$ cat src/rtl/result_outbus_tx.sv
// result_outbus_tx: serialises a captured {A,Q} result onto a w-bit bus, least significant word first; out_par with RESULT_OUTBUS_PARITY_EN.
// Latency: word 0 is valid the cycle after start; with out_ready high, N beats then one done cycle.
// Backpressure: out_ready low freezes outbus, out_valid, the shift register and the beat count indefinitely.
module result_outbus_tx #(
   parameter int w  = 16,
   parameter int RW = 128
) (
   input  logic            clk,
   input  logic            rst,
   input  logic            start,
   input  logic [RW/2-1:0] a_in,
   input  logic [RW/2-1:0] q_in,
   input  logic            out_ready,
   output logic [w-1:0]    outbus,
   output logic            out_valid,
   output logic            busy,
   output logic            done
`ifdef RESULT_OUTBUS_PARITY_EN
   ,
   output logic            out_par
`endif
);

   localparam int N  = RW / w;
   localparam int CW = (N > 1) ? $clog2(N) : 1;
   localparam logic [CW-1:0] LAST_BEAT = CW'(N - 1);

   typedef enum logic [1:0] {
      IDLE = 2'd0,
      SEND = 2'd1,
      DONE = 2'd2
   } state_t;

   state_t        state, state_nxt;
   logic [RW-1:0] shreg, shreg_nxt;
   logic [CW-1:0] beat_cnt, beat_cnt_nxt;

   always_ff @(posedge clk or posedge rst) begin
      if (rst) begin
         state    <= IDLE;
         shreg    <= '0;
         beat_cnt <= '0;
      end else begin
         state    <= state_nxt;
         shreg    <= shreg_nxt;
         beat_cnt <= beat_cnt_nxt;
      end
   end

   // Outputs decode registered state only, so neither start nor out_ready reaches them combinationally.
   always_comb begin
      state_nxt    = state;
      shreg_nxt    = shreg;
      beat_cnt_nxt = beat_cnt;
      outbus       = '0;
      out_valid    = 1'b0;
      busy         = 1'b0;
      done         = 1'b0;
      case (state)
         IDLE: begin
            if (start) begin
               shreg_nxt    = {a_in, q_in};
               beat_cnt_nxt = '0;
               state_nxt    = SEND;
            end
         end
         SEND: begin
            out_valid = 1'b1;
            busy      = 1'b1;
            outbus    = shreg[w-1:0];
            if (out_ready) begin
               shreg_nxt = shreg >> w;
               // Terminal beat leaves the counter at N-1 so it never wraps mid-transfer.
               if (beat_cnt == LAST_BEAT) begin
                  state_nxt = DONE;
               end else begin
                  beat_cnt_nxt = beat_cnt + 1'b1;
               end
            end
         end
         DONE: begin
            busy      = 1'b1;
            done      = 1'b1;
            state_nxt = IDLE;
         end
         default: begin
            state_nxt = IDLE;
         end
      endcase
   end

`ifdef RESULT_OUTBUS_PARITY_EN
   // outbus is already zero whenever out_valid is low, so parity is zero there too.
   assign out_par = ^outbus;
`endif

endmodule
$ cat config.mk
export PLATFORM = sky130hd
export DESIGN_NAME = result_outbus_tx
export DESIGN_NICKNAME = d
export VERILOG_FILES = /design/src/rtl/result_outbus_tx.sv
export SDC_FILE = /design/constraint.sdc
export NUM_CORES = 1
export LEC_CHECK = 0
export CAP_MARGIN = 20
export CORE_MARGIN = 2
export CORE_UTILIZATION = 47
export DETAILED_ROUTE_END_ITERATION = 6
export HOLD_SLACK_MARGIN = 0.12
export PLACE_DENSITY = 0.81
export SLEW_MARGIN = 20
export SYNTH_ARGS = -nofsm -noshare
export SYNTH_HDL_FRONTEND = slang
export SYNTH_SLANG_ARGS = --single-unit
$ cat constraint.sdc
create_clock -name clk -period 3.9 [get_ports clk]
set_input_delay 0.39 -clock clk [delete_from_list [all_inputs] [get_ports clk]]
set_output_delay 0.39 -clock clk [all_outputs]
set_load 0.005 [all_outputs]
# Word-level counts from Yosys, hierarchy flattened
# Cells that the tools add are included.
# totals
register_bits,133
# classes
add_sub_neg,1
eq_ne,7
muxes,15
n_reduce_logical,6
# ops
operator,count
$mux 128,2
$pmux 128 s2,1
$mux 16,1
$mux 3,3
$ne 2x2->1 const B,4
$mux 2,3
$pmux 3 s2,1
$reduce_and 3->1,2
$pmux 2 s2,1
$reduce_and 4->1,1
$add 3x1->3 const B,1
$eq 3x3->1 const B,1
$mux 1,3
$eq 2x1->1 const B,1
$eq 2x2->1 const B,1
$logic_not 2->1,1
$reduce_bool 2->1,1
$reduce_or 2->1,1

# Logic depth before layout (Yosys ltp)
# logic_depth
word_depth,4
depth_mapped,8
mapped_depth_nobuf,5

# Worst setup path after synthesis
# Ideal clock, no wire load.
# synth_timing
kind,reg-to-output
from,register state[1]
to,output port outbus[10]
t_arrival_ns,1.506
setup_slack_ns,2.004
path_stages_with_launch,8
n_path_buf,4
cell_sequence,dfrtp_1 inv_1 ha_1 buf_6 buf_6 clkbuf_1 clkbuf_1 and2_1
# synth_via
elab_chain_cells,2
# synth_lines
item,line,text
"start, declared",34,"state_t state, state_nxt;"
"start signal, assigned",44,state <= state_nxt;
$eq 2x1->1,59,case (state)
$mux 16,59,
"end, declared",14,"output logic [w-1:0] outbus,"
# Every way passes these cells.

# Worst setup path after layout
# layout_timing
from,register state[1]
to,output port outbus[7]
# The elaborated chain is that of the path after synthesis.

==> results.cfg <==
[route]
drt_iter0_drc = 198
drc = 0
postRouteAntennaNets = 0
vias_per_cell = 5.10
wirelength_mm = 14.1
first_pass_iters = 5
vias = 4188
wl_per_cell_um = 17.2

[pwr]
power.leakage_nw = 4.05
intPower_w = 0.00564
pwr-share-clk_pct = 21.4
switching_power_w = 0.00224
switching_share_pct = 28.5
power_density_nw_per_um2 = 853
seqPwrFrac_pct = 31.7
p_comb_share_pct = 46.9
vdd_drop_max_v = 0.000508

[cts]
cts-resized-gates = 0
cts_buffer_depth = 2
postCtsSetupBuffers = 0
cts_made_buffers = 17
cts_root_buf = clkbuf_16
ctsHtreeMaxLevel = 4
clock_latency_ns = 0.42
path_clk_slew_ns = 0.06
cts_hold_buf = 0
cts_sinks = 133
cts_tree = done

[floorplan]
rows = 45
die_x_um = 127
dieHeight_um = 127
io_pins = 151
dieArea_um2 = 16200
core_um2 = 15000
initial_core_util_pct = 47.5

[global_routing]
track_usage_pct = 18.2
grt-ovfl-total = 0
grt_pass1_wl_mm = 23.1
grt_pass1_vias = 4609
grt_max_degree = 135
grt_antenna_before_repair = 0

[min_path]
worstHoldStart = shreg[15]$_DFFE_PP0P_
min_path_type = flip-flop to flip-flop

[timing]
fin_setup_tns_ns = 0
rsz0062_at_grt = no
fin_crit_ns = 2.88
setup_viol = 0
tightestPinTransition_ns = 0.751
maxSlewViolCount = 0
setup_ws_ns = 1.02
hold_viol_final = 0
skew_ns = 0.00529
slew_headroom_pct = 49.9
period_share_pct = 73.9
fmax_mhz = 347

[critical_path]
timing.critical_path.from = state[1]$_DFFE_PP0P_
timing.rr.start = state[1]$_DFFE_PP0P_
worstSetupPathType = flip-flop to output pin
crit_chain = inv_1, ha_4, buf_12, and2_1, clkdlybuf4s50_1
cp-start-kind = flip-flop
cpPeakStageDelay_ns = 0.51
critical_path.top_delay_family = buffers and inverters
arrival_ns = 2.49
cp_max_fo = 134
cpMaxStageDelayCell = clkdlybuf4s50_1
worstSetupEndpointType = output pin
path_buf_inv = 3
required_ns = 3.51

[logic_synthesis]
ys_seq_area_share_pct = 46.6
synthesis.nets = 619
ys.flop_type = dfrtp_1
synthesis.instances = 481
synth_edf_count = 0
synth_area_um2 = 7150
synth-seq-cells = 133
synth.distinct_cells = 25
synthArstFlopShare_pct = 100
ys_warn_count = 0
avgSynthCellArea_um2 = 14.9

[cells_and_area]
mostFrequentLayoutCells = 150 x clkdlybuf4s50_1, 133 x dfrtp_1, 126 x mux2_2, 100 x mux2_4, 19 x inv_1
n_antenna_cell = 0
syn2layout_area_growth_pct = 29.3
fin_nets = 758
final_common_cell = clkdlybuf4s50_1
layout-drive-gt1-share_pct = 41.7

[placed_design]
hpwl_mm = 9.19
port_buffers = 150
pre_cts_ws_ns = 1.11
place_congestion = 0.781

[run]
timing.max_cap.violations = 0

[status]
status = complete, no violations
## sequential cells by signal (all words and copies together) (netlist names)
register	flops
state	2
shreg	128
beat_cnt	3
## synth_stat cells, types with 5 or more instances
cell      instances  share of area (%)
buf_2             7               0.49
nand4_1          16                1.4
ha_1              6                1.1
clkbuf_1         10               0.53
buf_6             5               0.79
inv_1            20                1.1
dfrtp_1         133                 47
mux2_4          100                 21
buf_12           11                3.1
and2_1           16                1.4
o21ai_0          16                1.1
mux2_2          126                 20
## cell families (layout without fill, tap and decap cells)
kind of cell,after synthesis,in the layout,synth area share (%)
buffers and inverters,55,207,6.09
AO/OA/AOI/OAI,22,22,1.84
flip-flops,133,133,46.6
adder cells (fa/ha/maj),6,6,1.05
AND/OR/NAND/NOR,38,38,3.27
multiplexers,227,227,41.2
## power groups by stage
stage | Sequential, W | Clock, W | Combinational [W]
4_1_cts | 0.00250 | 0.00173 | 0.00375
5_1_grt | 0.00258 | 0.00179 | 0.00398
3_5_place_dp | 0.00250 | 0 | 0.00372
6_report | 0.00250 | 0.00169 | 0.00369
2_1_floorplan | 0.00235 | 0 | 0.00332
3_3_place_gp | 0.00248 | 0 | 0.00362
## stage by stage
step | cells | utilization, % | total power (W) | hold slack (ns) | area (um^2)
2_1_floorplan | 481 | - | 0.00567 | 0.470 | 7150
5_1_grt | 821 | 61.4 | 0.00835 | 0.520 | 9240
3_5_place_dp | 789 | 57.3 | 0.00623 | 0.489 | 8610
3_3_place_gp | 789 | 57.3 | 0.00610 | 0.485 | 8610
4_1_cts | 821 | 61.4 | 0.00798 | 0.507 | 9240
6_report | 821 | 61.4 | 0.00788 | 0.503 | 9240
## cell type report
type                    count  area [um^2]
clock buffers              23          478
multi-input cells         293         3400
inverters                  21         82.6
flip-flops and latches    133         3330
clock inverters             9          149
well taps                 188          235
fillers                  1150         5800
repair buffers            154         1570
## path summary, 6_finish.rpt
path | slack, ns | end | depth (start not counted)
worst max-delay path | 1.02 | outbus[7] | 5
worst min-delay path | 0.50 | shreg[15]$_DFFE_PP0P_ | 1
worst max register to register | 1.25 | shreg[27]$_DFFE_PP0P_ | 6
worst min register to register | 0.50 | shreg[15]$_DFFE_PP0P_ | 1
max in group asynchronous | 2.84 | state[0]$_DFFE_PP0P_ | 3
min in group asynchronous | 0.52 | shreg[9]$_DFFE_PP0P_ | 3
## metal layers
metal | vias to the layer above | GRT usage, % | wire length (um)
met5 | - | 0 | 0
li1 | 1986 | - | -
met3 | 21 | 4.82 | 672
met2 | 99 | 29.8 | 6930
met4 | 0 | 7.56 | 293
met1 | 2082 | 22.8 | 6200
(Power assumes the default switching activity.)
